[src/rtl/spi_slave_pkg.sv]
// Purpose: shared types and constants for the SPI mode-0 slave receiver.
// Latency: n/a (declarations only).
// Backpressure: n/a.
package spi_slave_pkg;

   typedef enum logic [1:0] {
      WAIT_HIGH = 2'd0,
      IDLE      = 2'd1,
      SHIFT     = 2'd2
   } state_t;

   localparam int SPI_BITS_PER_BYTE   = 8;
   localparam int SYNC_STAGES_DEFAULT = 2;

endpackage

[src/rtl/spi_sync_edge.sv]
// Purpose: SYNC_STAGES flip-flop synchronizer, one history register, registered rise/fall strobes.
// Latency: a pin edge shows up on rise/fall (and on dout) SYNC_STAGES+1 cycles later.
// Backpressure: none; strobes are single-cycle and cannot be stalled.
//
// Ports:
//   clk, rst      : system clock, synchronous active-high reset
//   din           : asynchronous input pin
//   dout          : synchronized level, time-aligned with rise/fall
//   rise, fall    : one-cycle edge strobes (held 0 when EDGE_EN = 0)
module spi_sync_edge #(
   parameter int   SYNC_STAGES = 2,
   parameter logic RST_VAL     = 1'b0,
   parameter bit   EDGE_EN     = 1'b1
) (
   input  logic clk,
   input  logic rst,
   input  logic din,
   output logic dout,
   output logic rise,
   output logic fall
);

   logic [SYNC_STAGES-1:0] sync_q;
   logic                   prev_q;
   logic                   sync_last;

   assign sync_last = sync_q[SYNC_STAGES-1];

   always_ff @(posedge clk) begin
      if (rst) begin
         sync_q <= {SYNC_STAGES{RST_VAL}};
         prev_q <= RST_VAL;
      end else begin
         sync_q <= (sync_q << 1) | SYNC_STAGES'(din);
         prev_q <= sync_last;
      end
   end

   // dout is the history register, so a level consumed together with a
   // rise/fall strobe was sampled in the same cycle the edge was seen.
   assign dout = prev_q;

   generate
      if (EDGE_EN) begin : g_edge
         always_ff @(posedge clk) begin
            if (rst) begin
               rise <= 1'b0;
               fall <= 1'b0;
            end else begin
               rise <= sync_last & ~prev_q;
               fall <= ~sync_last & prev_q;
            end
         end
      end else begin : g_no_edge
         assign rise = 1'b0;
         assign fall = 1'b0;
      end
   endgenerate

endmodule

[src/rtl/spi_slave_rx.sv]
// Purpose: SPI mode-0 slave: oversampled receive of MSB-first bytes grouped into CS_n-framed words, MISO return path.
// Latency: o_RX_DV 1 cycle after the detected 8th SCK rise (SYNC_STAGES+2 after the pin); MISO valid SYNC_STAGES+2 after SCK/CS_n fall.
// Backpressure: none; the master owns the pace, all strobes are single-cycle pulses.
//
// Ports:
//   i_Clk, i_Rst                  : system clock (CLOCK_50), synchronous active-high reset
//   i_SPI_Clk/MOSI/CS_n           : asynchronous SPI pins from the master
//   i_TX_Byte                     : byte returned on MISO, sampled at CS_n fall and at byte boundaries
//   o_SPI_MISO                    : serial out, 0 outside SHIFT
//   o_RX_DV / o_RX_Byte           : completed-byte strobe and held byte
//   o_Word_DV / o_Word            : completed-word strobe and held word (first byte in MSBs)
//   o_Frame_Err                   : strobe on a CS_n rise mid-byte or mid-word
//   o_Busy                        : high while in SHIFT
module spi_slave_rx
   import spi_slave_pkg::*;
#(
   parameter int BYTES_PER_FRAME = 2,
   parameter int SYNC_STAGES     = SYNC_STAGES_DEFAULT
) (
   input  logic                                     i_Clk,
   input  logic                                     i_Rst,
   input  logic                                     i_SPI_Clk,
   input  logic                                     i_SPI_MOSI,
   input  logic                                     i_SPI_CS_n,
   input  logic [SPI_BITS_PER_BYTE-1:0]             i_TX_Byte,
   output logic                                     o_SPI_MISO,
   output logic                                     o_RX_DV,
   output logic [SPI_BITS_PER_BYTE-1:0]             o_RX_Byte,
   output logic                                     o_Word_DV,
   output logic [SPI_BITS_PER_BYTE*BYTES_PER_FRAME-1:0] o_Word,
   output logic                                     o_Frame_Err,
   output logic                                     o_Busy
);

   localparam int WORD_W = SPI_BITS_PER_BYTE * BYTES_PER_FRAME;
   localparam int BCNT_W = (BYTES_PER_FRAME > 1) ? $clog2(BYTES_PER_FRAME) : 1;
   localparam int SETTLE = SYNC_STAGES + 1;
   localparam int SCNT_W = $clog2(SETTLE + 1);

   // ------------------------------------------------------------------
   // Input synchronizers
   // ------------------------------------------------------------------
   logic sck_rise, sck_fall, sck_level_unused;
   logic mosi_s, mosi_rise_unused, mosi_fall_unused;
   logic cs_s, cs_rise, cs_fall;

   spi_sync_edge #(.SYNC_STAGES(SYNC_STAGES), .RST_VAL(1'b0), .EDGE_EN(1'b1)) u_sync_sck (
      .clk  (i_Clk),
      .rst  (i_Rst),
      .din  (i_SPI_Clk),
      .dout (sck_level_unused),
      .rise (sck_rise),
      .fall (sck_fall)
   );

   spi_sync_edge #(.SYNC_STAGES(SYNC_STAGES), .RST_VAL(1'b0), .EDGE_EN(1'b0)) u_sync_mosi (
      .clk  (i_Clk),
      .rst  (i_Rst),
      .din  (i_SPI_MOSI),
      .dout (mosi_s),
      .rise (mosi_rise_unused),
      .fall (mosi_fall_unused)
   );

   spi_sync_edge #(.SYNC_STAGES(SYNC_STAGES), .RST_VAL(1'b1), .EDGE_EN(1'b1)) u_sync_cs (
      .clk  (i_Clk),
      .rst  (i_Rst),
      .din  (i_SPI_CS_n),
      .dout (cs_s),
      .rise (cs_rise),
      .fall (cs_fall)
   );

   // ------------------------------------------------------------------
   // FSM
   // ------------------------------------------------------------------
   state_t state, state_nxt;

   logic [SCNT_W-1:0]            settle_cnt;
   logic                         settle_done;
   logic [2:0]                   bit_cnt;
   logic [BCNT_W-1:0]            byte_cnt;
   logic [SPI_BITS_PER_BYTE-1:0] rx_sr;
   logic [SPI_BITS_PER_BYTE-1:0] tx_sr;
   logic [WORD_W-1:0]            word_sr;
   logic [SPI_BITS_PER_BYTE-1:0] rx_byte_nxt;
   logic [WORD_W-1:0]            word_nxt;

   logic start_frame, end_frame, do_rise, do_fall;

   // The CS_n synchronizer resets to 1, so right after reset it reports
   // "high" even when the pin is low. Trust it only once the reset values
   // have been flushed, otherwise a frame in flight at reset release would
   // be picked up mid-byte.
   assign settle_done = (settle_cnt == SCNT_W'(SETTLE));

   always_ff @(posedge i_Clk) begin
      if (i_Rst) state <= WAIT_HIGH;
      else       state <= state_nxt;
   end

   always_comb begin
      state_nxt   = state;
      start_frame = 1'b0;
      end_frame   = 1'b0;
      do_rise     = 1'b0;
      do_fall     = 1'b0;
      case (state)
         WAIT_HIGH: begin
            if (settle_done && cs_s) state_nxt = IDLE;
         end
         IDLE: begin
            if (cs_fall) begin
               start_frame = 1'b1;
               state_nxt   = SHIFT;
            end
         end
         SHIFT: begin
            // A CS_n rise masks any SCK edge detected in the same cycle.
            if (cs_rise) begin
               end_frame = 1'b1;
               state_nxt = IDLE;
            end else if (sck_rise) begin
               do_rise = 1'b1;
            end else if (sck_fall) begin
               do_fall = 1'b1;
            end
         end
         default: state_nxt = WAIT_HIGH;
      endcase
   end

   // ------------------------------------------------------------------
   // Datapath
   // ------------------------------------------------------------------
   assign rx_byte_nxt = {rx_sr[SPI_BITS_PER_BYTE-2:0], mosi_s};
   assign word_nxt    = WORD_W'({word_sr, rx_byte_nxt});

   always_ff @(posedge i_Clk) begin
      if (i_Rst) begin
         settle_cnt  <= '0;
         bit_cnt     <= '0;
         byte_cnt    <= '0;
         rx_sr       <= '0;
         tx_sr       <= '0;
         word_sr     <= '0;
         o_RX_DV     <= 1'b0;
         o_RX_Byte   <= '0;
         o_Word_DV   <= 1'b0;
         o_Word      <= '0;
         o_Frame_Err <= 1'b0;
      end else begin
         o_RX_DV     <= 1'b0;
         o_Word_DV   <= 1'b0;
         o_Frame_Err <= 1'b0;

         if (state == WAIT_HIGH && !settle_done) settle_cnt <= settle_cnt + 1'b1;

         if (start_frame) begin
            bit_cnt  <= '0;
            byte_cnt <= '0;
            rx_sr    <= '0;
            tx_sr    <= i_TX_Byte;
         end

         if (do_rise) begin
            rx_sr   <= rx_byte_nxt;
            bit_cnt <= bit_cnt + 3'd1;
            if (bit_cnt == 3'd7) begin
               o_RX_Byte <= rx_byte_nxt;
               o_RX_DV   <= 1'b1;
               word_sr   <= word_nxt;
               if (byte_cnt == BCNT_W'(BYTES_PER_FRAME - 1)) begin
                  o_Word    <= word_nxt;
                  o_Word_DV <= 1'b1;
                  byte_cnt  <= '0;
               end else begin
                  byte_cnt <= byte_cnt + 1'b1;
               end
            end
         end

         // bit_cnt == 0 on a fall means a byte boundary was just crossed:
         // the next byte to return is fetched here, not shifted.
         if (do_fall) begin
            if (bit_cnt == 3'd0) tx_sr <= i_TX_Byte;
            else                 tx_sr <= {tx_sr[SPI_BITS_PER_BYTE-2:0], 1'b0};
         end

         if (end_frame) begin
            o_Frame_Err <= (bit_cnt != 3'd0) || (byte_cnt != '0);
            bit_cnt     <= '0;
            byte_cnt    <= '0;
            rx_sr       <= '0;
         end
      end
   end

   assign o_SPI_MISO = (state == SHIFT) ? tx_sr[SPI_BITS_PER_BYTE-1] : 1'b0;
   assign o_Busy     = (state == SHIFT);

endmodule

[config.mk]
export PLATFORM = sky130hd
export DESIGN_NAME = spi_slave_rx
export DESIGN_NICKNAME = d
export VERILOG_FILES = /design/src/rtl/spi_slave_pkg.sv /design/src/rtl/spi_sync_edge.sv /design/src/rtl/spi_slave_rx.sv
export SDC_FILE = /design/constraint.sdc
export NUM_CORES = 1
export LEC_CHECK = 0
export CAP_MARGIN = 30
export CORE_UTILIZATION = 35
export DETAILED_ROUTE_END_ITERATION = 8
export GPL_ROUTABILITY_DRIVEN = 0
export RECOVER_POWER = 100
export SYNTH_ARGS = -nofsm -noshare
export SYNTH_HDL_FRONTEND = slang
export SYNTH_HIERARCHICAL = 1
export SYNTH_SLANG_ARGS = --single-unit
[constraint.sdc]
create_clock -name i_Clk -period 3.8 [get_ports i_Clk]
set_clock_uncertainty 0.2 [all_clocks]
set_input_delay 0.38 -clock i_Clk [delete_from_list [all_inputs] [get_ports i_Clk]]
set_output_delay 0.38 -clock i_Clk [all_outputs]
set_load 0.005 [all_outputs]
==> qor.txt, run 1 <==
syn_nets: 272
Final Slew Violations: 0
Crit path max-delay family: simple AND/OR/NAND/NOR gates
Die ar.: 0.00694 sq mm
Initial Utilization: 36.4%
Leak: 1.17 nW
worst vdd ir: 275 uV
Area Growth Syn to Fin: 27.3%
actual slew at the worst max-slew pin: 1.32 ns
die height: 83.3 um
post-synth design cell area: 0.00231 sq mm
# Max-Cap Violations: 0
CP Capture Type: output port
Non-Filler Instances: 376
WS Path Type: reg2out
sw frac: 20.6%
CTS tree: done
slew margin rel.: 12.0%
synthesized area per cell: 9.07 sq um
fillcell total: 659
Max Clock Freq: 406 MHz
final hold violation count: 0
DP Cell Count: 361
vias in the first global route: 1677
Die Wd: 83.3 um
post-route ant nets: 0
WL per Instance: 11.7 um
H-tree Lvls: 3
crit path max fanout: 7
final setup fails: 0
share of post-route cells with drive strength above 1: 5.69%
Post-CTS Hold Buffers: 0
worst-path cell chain: nor2b_1, and2_1, dlygate4sd3_1
TritonCTS buffer count: 9
slowest stage delay, CP: 0.56 ns
CTS max path bufs: 2
post-CTS setup buffers: 0
antenna cells: 0
drt pass-1 iters: 2
critical path arrival: 1.88 ns
Psw: 0.000284 W
PD cells: 469 mW/mm^2
Clock Power Share: 45.3%
root buf cell: clkbuf_8
Reg power frac: 49.8%
CP Launch Type: flop
Post-CTS Resized: 0
final wirelength: 4.41 mm
num rows: 29
total power: 0.00138 W
unrepaired setup endpoints after global routing: false
Total Routing Usage GR: 14.2%
first-pass GRT wire length: 7.80 mm
status: finished, final reports clean
Critical-path top delay cell: dlygate4sd3_1
IO buf count: 41
post-DR vias/cell: 4.79
global route total overflow: 0
total number of yosys warnings: 6
Buf+Inv Stages, Crit Path: 1
I/O pin total: 42
largest net degree at the start of global routing: 32
period utilization: 64.8%
core area: 0.00635 sq mm
initial antenna violation count: 0
Hold Crit Class: reg2reg
Synth Instances: 255
Comb pwr share: 4.9%
remaining routing DRC violations: 0
# clock sinks: 63
Clk pin slew, worst setup/hold paths: 0.07 ns
worst skew pair latency: 0.33 ns
Initial DRC Count: 62
Int Pwr: 0.00110 W
worst endpoint required time: 3.22 ns
min cycle time layout: 2.46 ns
Final HPWL DP: 2.87 mm
Final nets: 312
vias: 1802
post-route setup TNS: 0 ns
[power groups by stage]
| stage | Sequential, W | Combinational [W] | Clock [W] |
|---|---|---|---|
| 2_1_floorplan | 0.000699 | 0.0000485 | 0 |
| 3_3_place_gp | 0.000702 | 0.0000679 | 0 |
| 3_5_place_dp | 0.000702 | 0.0000703 | 0 |
| 4_1_cts | 0.000687 | 0.0000698 | 0.000642 |
| 5_1_grt | 0.000689 | 0.0000774 | 0.000673 |
| 6_report | 0.000688 | 0.0000678 | 0.000625 |
[stage by stage]
step	setup slack, ns	hold slack (ns)	util, %	instance area, sq um
floorplan	2.14	0.183	-	2310
finish	1.34	0.207	46.3	2940
detailed placement	1.71	0.192	43.2	2740
global route	1.20	0.230	46.3	2940
global placement	1.73	0.185	43.2	2740
CTS	1.32	0.208	46.5	2950
[path summary, 6_finish.rpt]
| path | slack, ns | endpoint | startpoint | depth (start not counted) |
|---|---|---|---|---|
| worst min-delay path | 0.21 | u_sync_cs/sync_q[1] | u_sync_cs/sync_q[0] | 1 |
| worst min register to register | 0.21 | u_sync_cs/sync_q[1] | u_sync_cs/sync_q[0] | 1 |
| worst max-delay path | 1.34 | o_SPI_MISO | state[1] | 3 |
| worst max register to register | 1.49 | o_Word[0] | u_sync_cs/rise | 4 |
[state kept, by name, indices dropped and copies added, names as in the netlist, 2 cells and up]
| name | flops |
|---|---|
| u_sync_mosi/sync_q | 2 |
| bit_cnt | 3 |
| tx_sr | 8 |
| o_Word | 16 |
| word_sr | 8 |
| state | 2 |
| rx_sr | 7 |
| u_sync_cs/sync_q | 2 |
| settle_cnt | 2 |
| u_sync_sck/sync_q | 2 |
[layout by cell type (no fill, tap or decap), types with 4 or more instances in the layout]
cell type and instances:
nor2_1 13, clkdlybuf4s50_1 11, nand3_1 11, dfxtp_1 63, ha_1 4, nor2b_1 7, a21oi_1 36, dlygate4sd3_1 29
mux2i_1 9, nand2_1 62, nor3b_1 4, clkbuf_8 10, nand2b_1 4, a211oi_1 7
[worst register-to-register path, delay by kind of cell (launching register included)]
kind	cells	cell delay [ns]
AND/OR/NAND/NOR	3	1.53
AO/OA/AOI/OAI	1	0.16
flip-flops	1	0.34
[layer usage]
metal / share of wire, % / up-vias / GRT usage (%) / routed length [um]
li1: - / 928 / - / -
met1: 47 / 824 / 17.6 / 2060
met2: 46 / 39 / 21.9 / 2040
met3: 4.4 / 11 / 4.57 / 195
met4: 2.5 / 0 / 7.52 / 109
met5: 0 / - / 0 / 0
[cell type report]
type | count | area (sq um) | share of cell area (%)
Multi-Input combinational cell | 176 | 955 | 32.4
Inverter | 3 | 11.3 | 0.383
Clock buffer | 11 | 141 | 4.80
Timing Repair Buffer | 42 | 408 | 13.9
Sequential cell | 63 | 1260 | 42.9
Tap cell | 77 | 96.3 | 3.27
Clock inverter | 4 | 70.1 | 2.38
No activity file was read; power rests on OpenSTA's default activity.
==> run 2: changes to the inputs <==
==> constraint.sdc (replaced) <==
create_clock -name i_Clk -period 2.3 [get_ports i_Clk]
set_clock_uncertainty 0.2 [all_clocks]
set_input_delay 0.23 -clock i_Clk [delete_from_list [all_inputs] [get_ports i_Clk]]
set_output_delay 0.23 -clock i_Clk [all_outputs]
set_load 0.005 [all_outputs]
==> qor.txt, run 2 (synthesis gave the netlist of run 1 again) <==
post-DR vias/cell: 4.75
PD cells: 741 mW/mm^2
CP Capture Type: flop
initial antenna violation count: 0
slew margin rel.: 4.66%
worst endpoint required time: 2.36 ns
Initial DRC Count: 53
first-pass GRT wire length: 7.73 mm
WL per Instance: 11.5 um
die height: 83.3 um
pre-CTS setup slack: 0.566 ns
WS Path Type: reg2reg
Max Clock Freq: 480 MHz
Seq. cell area: 0.00126 sq mm
Initial Utilization: 36.4%
Top reg by flops: o_Word
min cycle time layout: 2.08 ns
Finished Core Util: 46.5%
Crit path max-delay family: buffers and inverters
worst-path cell chain: ha_1, ha_1, and2_0, nand2_1, clkbuf_1, nand2_1, a21oi_1
global route total overflow: 0
Critical-path top delay cell: clkbuf_1
worst vdd ir: 500 uV
root buf cell: clkbuf_8
GR Util met2: 23.0%
commonest cells after routing, fill and taps aside: dfxtp_1, nand2_1, a21oi_1, dlygate4sd3_1, nor2_1
post-CTS setup buffers: 0
share of post-route cells with drive strength above 1: 7.24%
final hold violation count: 0
period utilization: 90.6%
Non-Filler Instances: 381
Clk pin slew, worst setup/hold paths: 0.07 ns
worst skew pair latency: 0.34 ns
slowest stage delay, CP: 0.58 ns
Hold Crit Class: in2reg
post-route ant nets: 0
PnR worst setup slack: 0.216 ns
Post-CTS Hold Buffers: 0
final wirelength: 4.38 mm
Leak: 1.16 nW
CP Launch Type: flop
drt pass-1 iters: 4
total power: 0.00219 W
Final Slew Violations: 0
TritonCTS buffer count: 9
largest net degree at the start of global routing: 34
critical path arrival: 2.14 ns
CTS max path bufs: 2
Total Routing Usage GR: 14.4%
area occupied by multi-input gates: 955 sq um
Final nets: 316
GRT busiest layer: met2
# clock sinks: 63
post-route setup TNS: 0 ns
Die ar.: 0.00694 sq mm
final setup fails: 0
Largest register FFs: 16
Buf+Inv Stages, Crit Path: 1
met3 Usage GRT: 6.16%
unrepaired setup endpoints after global routing: false
remaining routing DRC violations: 0
fillcell total: 639
vias: 1809
antenna cells: 0
Die Wd: 83.3 um
Largest regs: o_Word (16), tx_sr (8), word_sr (8)
crit path max fanout: 17
I/O pin total: 42
CTS tree: done
DP Cell Count: 365
Post-CTS Resized: 0
Area Growth Syn to Fin: 27.6%
most common cell after layout, fill and taps aside: dfxtp_1
Final HPWL DP: 2.89 mm
vias in the first global route: 1731
num rows: 29
H-tree Lvls: 3
IO buf count: 41
actual slew at the worst max-slew pin: 1.43 ns
met1 Usage GRT: 16.3%
status: finished, final reports clean
core area: 0.00635 sq mm
# Max-Cap Violations: 0
-- run 2: worst register-to-register path, stage by stage (launching register included) --
cell      delay (ns)
dfxtp_1         0.33
ha_1            0.20
ha_1            0.19
and2_0          0.16
nand2_1         0.07
clkbuf_1        0.58
nand2_1         0.13
a21oi_1         0.16
-- run 2: stage by stage --
stage               hold WS, ns  instance area, sq um
CTS                      0.0676                  2970
finish                    0.148                  2950
global placement          0.185                  2770
global route              0.174                  2950
floorplan                 0.102                  2310
detailed placement        0.192                  2770
-- run 2: final timing paths --
check / end / cells after the start / from / slack (ns)
max reg2reg: o_Word[7] / 7 / bit_cnt[0] / 0.22
min reg2reg: u_sync_cs/sync_q[1] / 1 / u_sync_cs/sync_q[0] / 0.20
min: state[0] / 2 / i_Rst / 0.15
max: o_Word[7] / 7 / bit_cnt[0] / 0.22
-- run 2: report_power, final --
part	switching (W)	internal (W)
sequential	0.0000177	0.00112
clock	0.000442	0.000499
combinational	0.0000499	0.0000614
total	0.000510	0.00168
-- run 2: cell type report --
| class | instances | share of cell area, % |
|---|---|---|
| clock buffer | 9 | 4.20 |
| timing repair buffer | 46 | 14.6 |
| inverter | 3 | 0.382 |
| sequential | 63 | 42.7 |
| tap | 77 | 3.27 |
| clock inverter | 7 | 2.42 |
| multi-input combinational | 176 | 32.4 |
-- run 2: layer usage --
layer / part of all wire [%] / routed length, um
met2: 46 / 2010
met5: 0 / 0
met4: 1.6 / 72
met3: 5.5 / 239
met1: 47 / 2050
==> run 3: changes to the inputs <==
--- a/config.mk
+++ b/config.mk
@@ -9,6 +9,7 @@
 export CORE_UTILIZATION = 35
 export DETAILED_ROUTE_END_ITERATION = 8
 export GPL_ROUTABILITY_DRIVEN = 0
+export HOLD_SLACK_MARGIN = 0.08
 export RECOVER_POWER = 100
 export SYNTH_ARGS = -nofsm -noshare
 export SYNTH_HDL_FRONTEND = slang
==> qor.txt, run 3 (synthesis gave the netlist of run 1 again) <==
final hold violation count: 0
final wirelength: 4.37 mm
I/O pin total: 42
Finished Core Util: 46.6%
critical path arrival: 1.71 ns
Final Slew Violations: 0
worst-path cell chain: nor2b_1, clkbuf_2, and2_1, clkdlybuf4s50_1
CP Launch Type: flop
final setup fails: 0
post-CTS setup buffers: 0
unrepaired setup endpoints after global routing: false
worst skew pair latency: 0.34 ns
# clock sinks: 63
design area: 0.00296 sq mm
vias: 1820
worst endpoint required time: 1.87 ns
Initial DRC Count: 53
commonest cells after routing, fill and taps aside: dfxtp_1, nand2_1, a21oi_1, dlygate4sd3_1, nor2_1
initial antenna violation count: 0
CTS tree: done
antenna cells: 0
die height: 83.3 um
root buf cell: clkbuf_8
Final HPWL DP: 2.89 mm
slowest stage delay, CP: 0.49 ns
most common cell after layout, fill and taps aside: dfxtp_1
vias in the first global route: 1743
post-DR vias/cell: 4.76
H-tree Lvls: 3
Die Wd: 83.3 um
Leak: 1.16 nW
Top reg by flops: o_Word
pre-CTS setup slack: 0.566 ns
Clk pin slew, worst setup/hold paths: 0.07 ns
# Max-Cap Violations: 0
DP Area: 0.00277 sq mm
Area Growth Syn to Fin: 28.0%
total power: 0.00219 W
post-route ant nets: 0
Total Routing Usage GR: 14.4%
PD cells: 739 mW/mm^2
Largest regs: o_Word (16), tx_sr (8), word_sr (8)
TritonCTS buffer count: 9
share of post-route cells with drive strength above 1: 7.54%
crit path max fanout: 7
drt pass-1 iters: 4
PnR worst setup slack: 0.162 ns
remaining routing DRC violations: 0
WL per Instance: 11.5 um
Die ar.: 0.00694 sq mm
num rows: 29
Final nets: 317
post-route setup TNS: 0 ns
core area: 0.00635 sq mm
status: finished, final reports clean
Initial Utilization: 36.4%
slew margin rel.: 41.4%
worst vdd ir: 499 uV
Max Clock Freq: 468 MHz
first-pass GRT wire length: 7.76 mm
period utilization: 92.9%
WS Path Type: reg2out
CTS max path bufs: 2
CP Capture Type: output port
Critical-path top delay cell: clkdlybuf4s50_1
IO buf count: 41
Largest register FFs: 16
actual slew at the worst max-slew pin: 0.880 ns
global route total overflow: 0
min cycle time layout: 2.14 ns
largest net degree at the start of global routing: 34
Hold Crit Class: reg2reg
run 3: timing repair:
action,in CTS,in global routing
endpoints found under the hold margin,1,0
hold buffers,1,0
resized for setup,0,0
run 3: worst paths after layout:
kind	startpoint	to	slack, ns	depth (start not counted)
max	state[1]	o_SPI_MISO	0.16	4
min	u_sync_cs/sync_q[0]	u_sync_cs/sync_q[1]	0.20	1
max reg2reg	bit_cnt[0]	o_Word[7]	0.24	7
min reg2reg	u_sync_cs/sync_q[0]	u_sync_cs/sync_q[1]	0.20	1
run 3: metal layers:
metal	track usage (%)	up-vias	share of wire, %
li1	-	940	-
met1	16.3	823	46
met2	23.1	50	46
met3	6.16	7	5.9
met4	7.37	0	1.6
met5	0	-	0
run 3: cell type report:
class,instances,area (sq um)
tap,77,96.3
fill,639,3390
clock buffer,9,124
multi-input combinational,176,955
sequential,63,1260
inverter,3,11.3
clock inverter,7,71.3
timing repair buffer,47,442
run 3: power breakdown:
group / internal [W] / switching [W] / leakage (nW)
Clock: 0.000499 / 0.000441 / 0.0916
Sequential: 0.00112 / 0.0000177 / 0.510
Combinational: 0.0000634 / 0.0000500 / 0.564
Total: 0.00168 / 0.000508 / 1.16
run 3: per-stage QoR:
step	hold WS [ns]	cells
final	0.204	382
after global routing	0.228	382
after detailed placement	0.192	365
after floorplan	0.102	255
after CTS	0.208	382
after global placement	0.185	365
run 3: critical path, delay by kind of cell (launching register included):
kind | cells | cell delay (ns)
simple gates | 2 | 0.29
flops | 1 | 0.39
buf+inv | 2 | 0.68
